### src/rtl/burst_read_arbiter_pkg.sv
// Shared definitions for the burst read arbiter and the burst detector.
// Holds the default widths and depth, the {burst_len, addr} request word
// layout (burst_len in the upper bits), the arbiter FSM encoding and the
// 2-way round-robin pick helper.
package burst_read_arbiter_pkg;

  localparam int unsigned ADDR_WIDTH_DEF      = 64;
  localparam int unsigned BURST_LEN_WIDTH_DEF = 8;
  localparam int unsigned MAX_OUTSTANDING_DEF = 16;

  // Request word at default widths: burst_len above addr.
  typedef struct packed {
    logic [BURST_LEN_WIDTH_DEF-1:0] burst_len;
    logic [ADDR_WIDTH_DEF-1:0]      addr;
  } req_word_t;

  typedef enum logic [0:0] {
    ST_IDLE  = 1'b0,
    ST_ISSUE = 1'b1
  } arb_state_e;

  // Round-robin pick: with both pending, the one that did not win last.
  function automatic logic rr_pick(input logic req0, input logic req1,
                                   input logic last_grant);
    logic pick;
    if (req0 && req1) begin
      pick = ~last_grant;
    end else if (req1) begin
      pick = 1'b1;
    end else begin
      pick = 1'b0;
    end
    return pick;
  endfunction

endpackage

### src/rtl/burst_arb_rr.sv
// 2-way round-robin arbiter with its own last_grant register.
// Ports:
//   clk, rst_n   clock, async active-low reset (last_grant resets to 1)
//   req0, req1   requesters pending
//   take         the presented grant is consumed this cycle
//   grant_valid  at least one requester pending
//   grant_idx    index of the requester that would win now
module burst_arb_rr
  import burst_read_arbiter_pkg::*;
(
  input  logic clk,
  input  logic rst_n,
  input  logic req0,
  input  logic req1,
  input  logic take,
  output logic grant_valid,
  output logic grant_idx
);

  logic last_grant_r;

  // Winner selection from pending requests and last winner.
  always_comb begin
    grant_valid = req0 | req1;
    grant_idx   = rr_pick(req0, req1, last_grant_r);
  end

  // Remember the last winner; reset value 1 lets requester 0 win first.
  always_ff @(posedge clk or negedge rst_n) begin
    if (!rst_n) begin
      last_grant_r <= 1'b1;
    end else if (take) begin
      last_grant_r <= grant_idx;
    end else begin
      last_grant_r <= last_grant_r;
    end
  end

endmodule

### src/rtl/burst_read_arbiter.sv
// Arbitrates two FWFT request queues of {burst_len, addr} words onto one
// AXI AR channel, logs the grant order into an id FIFO and tracks the
// number of in-flight bursts from observed R-channel last beats.
// Ports:
//   clk, rst_n                  clock, async active-low reset
//   reqX_dout/empty_n/read      FWFT request queues (X = 0, 1)
//   m_axi_ar*                   AR channel master side
//   m_axi_rvalid/rready/rlast   observed R handshake (completion detect)
//   id_din/id_full_n/id_write   grant-order FIFO write side
//   outstanding                 in-flight burst count
//   err_underflow               sticky: completion seen with nothing in flight
module burst_read_arbiter
  import burst_read_arbiter_pkg::*;
#(
  parameter int unsigned AddrWidth      = ADDR_WIDTH_DEF,
  parameter int unsigned BurstLenWidth  = BURST_LEN_WIDTH_DEF,
  parameter int unsigned MaxOutstanding = MAX_OUTSTANDING_DEF
) (
  input  logic                               clk,
  input  logic                               rst_n,
  input  logic [BurstLenWidth+AddrWidth-1:0] req0_dout,
  input  logic                               req0_empty_n,
  output logic                               req0_read,
  input  logic [BurstLenWidth+AddrWidth-1:0] req1_dout,
  input  logic                               req1_empty_n,
  output logic                               req1_read,
  output logic [AddrWidth-1:0]               m_axi_araddr,
  output logic [BurstLenWidth-1:0]           m_axi_arlen,
  output logic                               m_axi_arvalid,
  input  logic                               m_axi_arready,
  input  logic                               m_axi_rvalid,
  input  logic                               m_axi_rready,
  input  logic                               m_axi_rlast,
  output logic                               id_din,
  input  logic                               id_full_n,
  output logic                               id_write,
  output logic [$clog2(MaxOutstanding):0]    outstanding,
  output logic                               err_underflow
);

  localparam int unsigned CntWidth  = $clog2(MaxOutstanding) + 1;
  localparam int unsigned WordWidth = BurstLenWidth + AddrWidth;

  arb_state_e            state_r;
  arb_state_e            next_state_s;
  logic                  grant_s;
  logic                  grant_valid_s;
  logic                  grant_idx_s;
  logic                  below_limit_s;
  logic                  completion_s;
  logic [WordWidth-1:0]  sel_word_s;
  logic [AddrWidth-1:0]  araddr_r;
  logic [BurstLenWidth-1:0] arlen_r;
  logic [CntWidth-1:0]   outstanding_r;
  logic [CntWidth-1:0]   cnt_next_s;
  logic                  err_underflow_r;
  logic                  err_next_s;

  burst_arb_rr u_rr (
    .clk        (clk),
    .rst_n      (rst_n),
    .req0       (req0_empty_n),
    .req1       (req1_empty_n),
    .take       (grant_s),
    .grant_valid(grant_valid_s),
    .grant_idx  (grant_idx_s)
  );

  // FSM state register.
  always_ff @(posedge clk or negedge rst_n) begin
    if (!rst_n) begin
      state_r <= ST_IDLE;
    end else begin
      state_r <= next_state_s;
    end
  end

  // FSM next state: one grant, then hold AR until accepted.
  always_comb begin
    next_state_s = state_r;
    case (state_r)
      ST_IDLE: begin
        if (grant_s) begin
          next_state_s = ST_ISSUE;
        end else begin
          next_state_s = ST_IDLE;
        end
      end
      ST_ISSUE: begin
        if (m_axi_arready) begin
          next_state_s = ST_IDLE;
        end else begin
          next_state_s = ST_ISSUE;
        end
      end
      default: next_state_s = ST_IDLE;
    endcase
  end

  // FSM outputs. Grant depends only on state, request and id FIFO status,
  // never on arready; rst_n gating keeps the strobes low while in reset.
  always_comb begin
    below_limit_s = (outstanding_r < CntWidth'(MaxOutstanding));
    if (rst_n && (state_r == ST_IDLE) && grant_valid_s && below_limit_s && id_full_n) begin
      grant_s = 1'b1;
    end else begin
      grant_s = 1'b0;
    end
    req0_read     = grant_s & ~grant_idx_s;
    req1_read     = grant_s & grant_idx_s;
    id_write      = grant_s;
    id_din        = grant_idx_s;
    m_axi_arvalid = (state_r == ST_ISSUE);
  end

  // Request word of the current winner.
  always_comb begin
    if (grant_idx_s) begin
      sel_word_s = req1_dout;
    end else begin
      sel_word_s = req0_dout;
    end
  end

  // AR payload registers, loaded on grant and held through ISSUE.
  always_ff @(posedge clk or negedge rst_n) begin
    if (!rst_n) begin
      araddr_r <= {AddrWidth{1'b0}};
      arlen_r  <= {BurstLenWidth{1'b0}};
    end else if (grant_s) begin
      araddr_r <= sel_word_s[AddrWidth-1:0];
      arlen_r  <= sel_word_s[AddrWidth +: BurstLenWidth];
    end else begin
      araddr_r <= araddr_r;
      arlen_r  <= arlen_r;
    end
  end

  // In-flight count: a grant and a completion in the same cycle cancel;
  // a completion at zero saturates and flags underflow.
  always_comb begin
    completion_s = m_axi_rvalid & m_axi_rready & m_axi_rlast;
    cnt_next_s   = outstanding_r;
    if (completion_s && (outstanding_r == {CntWidth{1'b0}})) begin
      err_next_s = 1'b1;
    end else begin
      err_next_s = err_underflow_r;
    end
    if (grant_s && !completion_s) begin
      cnt_next_s = outstanding_r + {{(CntWidth-1){1'b0}}, 1'b1};
    end else if (!grant_s && completion_s && (outstanding_r != {CntWidth{1'b0}})) begin
      cnt_next_s = outstanding_r - {{(CntWidth-1){1'b0}}, 1'b1};
    end else begin
      cnt_next_s = outstanding_r;
    end
  end

  // Counter and sticky error registers.
  always_ff @(posedge clk or negedge rst_n) begin
    if (!rst_n) begin
      outstanding_r   <= {CntWidth{1'b0}};
      err_underflow_r <= 1'b0;
    end else begin
      outstanding_r   <= cnt_next_s;
      err_underflow_r <= err_next_s;
    end
  end

  assign m_axi_araddr  = araddr_r;
  assign m_axi_arlen   = arlen_r;
  assign outstanding   = outstanding_r;
  assign err_underflow = err_underflow_r;

endmodule

### config.mk
export PLATFORM = sky130hd
export DESIGN_NAME = burst_read_arbiter
export DESIGN_NICKNAME = d
export VERILOG_FILES = /design/src/rtl/burst_read_arbiter_pkg.sv /design/src/rtl/burst_arb_rr.sv /design/src/rtl/burst_read_arbiter.sv
export SDC_FILE = /design/constraint.sdc
export NUM_CORES = 1
export LEC_CHECK = 0
export BUFFER_PORTS_ARGS = -buffer_cell sky130_fd_sc_hd__buf_2
export CAP_MARGIN = 20
export CORE_MARGIN = 1.5
export CORE_UTILIZATION = 25
export DETAILED_ROUTE_END_ITERATION = 10
export PLACE_DENSITY = 0.54
export SYNTH_ARGS = -nofsm -noshare
export SYNTH_HDL_FRONTEND = slang
export SYNTH_HIERARCHICAL = 1
export SYNTH_SLANG_ARGS = --single-unit
### constraint.sdc
create_clock -name clk -period 2.8 [get_ports clk]
set_input_delay 0.14 -clock clk [delete_from_list [all_inputs] [get_ports clk]]
set_output_delay 0.14 -clock clk [all_outputs]
set_load 0.1 [all_outputs]
# Word-level counts from Yosys, hierarchy flattened
# Cells that the tools add are included.
[classes] add_sub_neg=2 n_lt_le_gt_ge=1 muxes=9 bitwise=8 n_reduce_logical=14
[ops] op="$mux W72" count=1
[ops] op="$mux W5" count=2
[ops] op="$logic_and A1 B1 Y1" count=9
[ops] op="$add A5 B1 Y5 const B" count=1
[ops] op="$logic_not A5 Y1" count=1
[ops] op="$lt A5 B5 Y1 const B" count=1
[ops] op="$mux W1" count=5
[ops] op="$reduce_bool A5 Y1" count=1
[ops] op="$sub A5 B1 Y5 const B" count=1
[ops] op="$and A1 B1 Y1" count=4
[ops] op="$not A1 Y1" count=3
[ops] op="$logic_not A1 Y1" count=2
[ops] op="$pmux W1 S2" count=1
[ops] op="$reduce_bool A2 Y1" count=1
[ops] op="$or A1 B1 Y1" count=1
[totals] ff_bits=80 inputBits=153 output_inout_bits=83 wordCells=40

# Longest topological paths before layout
[depth] ltp_word=11 depth_mapped=10

# Cells and area by module
# Netlist, hierarchy kept.
[by_module_without_submodules] mod="burst_read_arbiter" n_inst=1 cells_each=353 area_each_um2=3726.1 seq_area_each_um2=1976.9
[by_module_without_submodules] mod="burst_arb_rr" n_inst=1 cells_each=4 area_each_um2=58.8 seq_area_each_um2=26.3

# Least setup slack after synthesis
# OpenSTA, ideal clock, no wires.
[synth_path] path_type="register to register" from="register outstanding_r[4], in the netlist outstanding[4]" to="register outstanding_r[4], in the netlist outstanding[4]" setup_time_ps=73 t_arrival_ps=3225 t_required_ps=2727 slack_ps=-497 path_stages_with_launch=11 period_less_slack_ps=3297 cell_sequence="dfrtp_1 > nor2_1 > nand4_2 > buf_6 > inv_2 > nand2_1 > fa_1 > a21o_1 > a21o_1 > or4_1 > nand3_1"
[synth_between] elab_chain_cells=8
[synth_rtl] item="start: declaration" line="burst_read_arbiter.sv:54" text="logic [CntWidth-1:0] outstanding_r;"
[synth_rtl] item="start signal: assignment" line="burst_read_arbiter.sv:161" text="outstanding_r <= {CntWidth{1'b0}};"
[synth_rtl] item="start signal: assignment" line="burst_read_arbiter.sv:164" text="outstanding_r <= cnt_next_s;"
[synth_rtl] item="$lt A5 B5 Y1 *" line="burst_read_arbiter.sv:103" text="below_limit_s = (outstanding_r < CntWidth'(MaxOutstanding));"
[synth_rtl] item="$logic_and A1 B1 Y1 * (2 in series)" line="burst_read_arbiter.sv:104" text="if (rst_n && (state_r == ST_IDLE) && grant_valid_s && below_limit_s && id_full_n) begin"
[synth_rtl] item="$mux W1 *" line="burst_read_arbiter.sv:104"
[synth_rtl] item="named net id_write" line="burst_read_arbiter.sv:36" text="output logic id_write,"
[synth_rtl] item="$logic_not A1 Y1" line="burst_read_arbiter.sv:151" text="end else if (!grant_s && completion_s && (outstanding_r != {CntWidth{1'b0}})) begin"
[synth_rtl] item="$logic_and A1 B1 Y1 (2 in series)" line="burst_read_arbiter.sv:151"
[synth_rtl] item="$reduce_bool A2 Y1 (no source line)"
# The timed path passes the listed nets; every way through them passes the cells marked *. The select of a mux whose other input is x is not followed.
# A chain may end at the register's enable or synchronous reset.

# Final worst setup path
[layout_path] from="register outstanding_r[4], in the netlist outstanding[4]" to="output port req0_read"
[layout_between] elab_chain_cells=5
[layout_rtl] item="$lt A5 B5 Y1" line="burst_read_arbiter.sv:103"
[layout_rtl] item="$logic_and A1 B1 Y1 (2 in series)" line="burst_read_arbiter.sv:104"
[layout_rtl] item="$mux W1" line="burst_read_arbiter.sv:104"
[layout_rtl] item="$and A1 B1 Y1" line="burst_read_arbiter.sv:109" text="req0_read = grant_s & ~grant_idx_s;"
[layout_rtl] item="end: declaration" line="burst_read_arbiter.sv:23" text="output logic req0_read,"
# No other way between the ends.

==> reports/qor.txt <==
Vias per Instance: 4.274
Hold Path End: m_axi_araddr[34]
post-synthesis net count: 514
CP required: 2.66 ns
CTS tree: yes
Buf+Inv Stages, Crit Path: 3
critical path endpoint category: output pin
Die Y: 126.0 um
Cells after Synth: 357
Setup Skew: 0.005500 ns
grt total ovfl: 0
Final Max Slew Viols: 0
Cell Area, Synth: 0.003785 mm2
Layout Nets: 744
post-DP HPWL: 8.000 mm
worst path arrival time: 2.38 ns
dpl cell area: 0.005210 mm2
Cell Chain, Critical Path: nor2_1 > nand4_4 > buf_4 > buf_4 > nor2_2 > buf_12
most common cell after layout, fill and taps aside: buf_2
Routed Antenna Nets: 0
Avg WL per Cell: 13.27 um
Yosys cell types: 33
max-cap viol count: 0
crit start category: flip-flop
CP Max Fanout: 77
setup_tns: 0 ns
final core occ: 0.3777
vias in the first global route: 3375
drt first pass iters: 9
max incr delay on CP: 0.62 ns
design area: 0.005532 mm2
Syn-to-layout area delta: 46.15%
fraction of layout cells with a size suffix above 1: 0.4544
Starting DRT DRC Count: 161
FP Rows: 44
# resized after CTS: 0
post-layout min period: 2.523 ns
Via Count: 3321
Clk Tree Root Cell: clkbuf_16
final hold slack: 0.08011 ns
CP Class: reg -> out
routed wire length: 10.31 mm
Worst Hold Depth: 3
Setup Buffers After CTS: 0
Top delay family on crit path: buffers and inverters
failing checks: design-rule violations
status: complete, but fails checks
Max Clk Rate: 396.4 MHz
Core Region: 0.01464 mm2
FF-to-FF Start: outstanding[4]
largest net degree at the start of global routing: 78
r2r worst-path depth: 9
RSZ-0062 raised after global routing: false
Clock Sinks: 80
first-pass GRT wire length: 16.45 mm
cts bufs inserted: 9
ys async rst share: 1.000
Avg Inst Size Synth: 10.60 um2
hold wc startpoint: req0_dout[34]
worst-margin pin slew: 0.6392 ns
predominant post-synthesis flop cell: dfrtp_1
Final period util: 0.9010
clock-pin slew on the worst setup and hold paths: 0.06 ns
yosys warns: 6
R2R Setup Slk: 0.39 ns
CP max stage cell: buf_4
drt drc: 16
Hold Crit Class: in -> reg
Placer Congestion: 0.7919
die width: 126.0 um
final setup fails: 0
flops & latches, synth: 80
final hold viol count: 0
Clk Latency, worst-skew pair: 0.34 ns
number of flops mapped to enable cells by yosys: 0
worst r2r dst: outstanding[4]
Max clock buf depth: 2
H-Tree Depth: 3
most frequent cells in the layout: buf_2, dfrtp_1, nand2_1, o21ai_0, mux2i_1
Starting Density: 0.2585
sequential fraction of the synthesis area: 0.5293
input/output buffers: 235
die area: 0.01589 mm2
most used cell, CP: buf_4
I/O Pins: 236
antenna violations before repair: 1
Worst slew margin: 0.5738
GRT Overall Usage: 0.1329
cell usage after synthesis, drive strengths merged (2+ instances only):
| master | instances | area, um2 |
|---|---|---|
| a21o | 3 | 23.77 |
| buf | 12 | 65.06 |
| clkbuf | 12 | 45.04 |
| dfrtp | 79 | 1977 |
| ha | 3 | 37.54 |
| inv | 3 | 11.26 |
| mux2 | 3 | 37.53 |
| mux2i | 73 | 743.2 |
| nand2 | 74 | 277.8 |
| nand3 | 3 | 15.01 |
| nor2 | 2 | 7.510 |
| o21ai | 75 | 386.6 |
| or4 | 2 | 18.77 |
| xor2 | 2 | 17.52 |
how the worst max path moves through the flow:
stage | from | endpoint | slack, ns | depth (start not counted)
3_5_place_dp | outstanding[4] | outstanding[4] | 0.38 | 9
5_1_grt | outstanding[4] | req0_read | 0.03 | 6
4_1_cts | outstanding[4] | req0_read | 0.19 | 6
3_3_place_gp | outstanding[4] | outstanding[4] | 0.46 | 9
2_1_floorplan | outstanding[4] | outstanding[4] | -0.07 | 10
6_report | outstanding[4] | req0_read | 0.28 | 6
flip-flops by register name, indices dropped and copies added (netlist names):
name               cells
err_underflow          1
m_axi_araddr          64
m_axi_arlen            8
m_axi_arvalid          1
outstanding            5
u_rr/last_grant_r      1
layout make-up:
type                            count  area, um2
Clock buffer                       11      242.7
Sequential cell                    80       2006
Multi-Input combinational cell    250       1679
Inverter                            3      13.76
Antenna cell                        1      2.502
Tap cell                          184      230.2
Fill cell                        1502       9112
Timing Repair Buffer              243       1301
Clock inverter                      5      56.30
stage by stage:
stage | worst slack, ns | std cells
finish | 0.2773 | 777
global route | 0.03489 | 777
CTS | 0.1931 | 776
detailed placement | 0.3810 | 758
global placement | 0.4648 | 758
floorplan | -0.07476 | 357
tightest hold or removal path, cell delays in order:
cell and delay, ns:
buf_2 0.08, mux2i_1 0.05, o21ai_0 0.12
repair_timing:
item,4_1_cts,5_1_grt
endpoints found under the hold margin,34,0
endpoints found under the setup margin,0,0
hold buffers,2,0
kinds of logic after synthesis:
group                      after synthesis  share of synthesized area
buffers and inverters                   27                    0.03206
adders and majority gates                4                    0.01521
muxes                                   76                     0.2063
and+or+nand+nor                         85                    0.09290
DFF                                     80                     0.5293
xor gates and xnor gates                 3                   0.006943
AOI/OAI and AO/OA                       82                     0.1174
routing by layer:
layer	routed length, um	track usage	up-vias
li1	-	-	1692
met1	4314	0.1524	1483
met2	4978	0.2279	138
met3	910	0.05353	8
met4	111	0.04057	0
met5	0	0	-
Power is not shown: default switching activity piles up to over one toggle a cycle in this logic, so the estimate is an artifact.
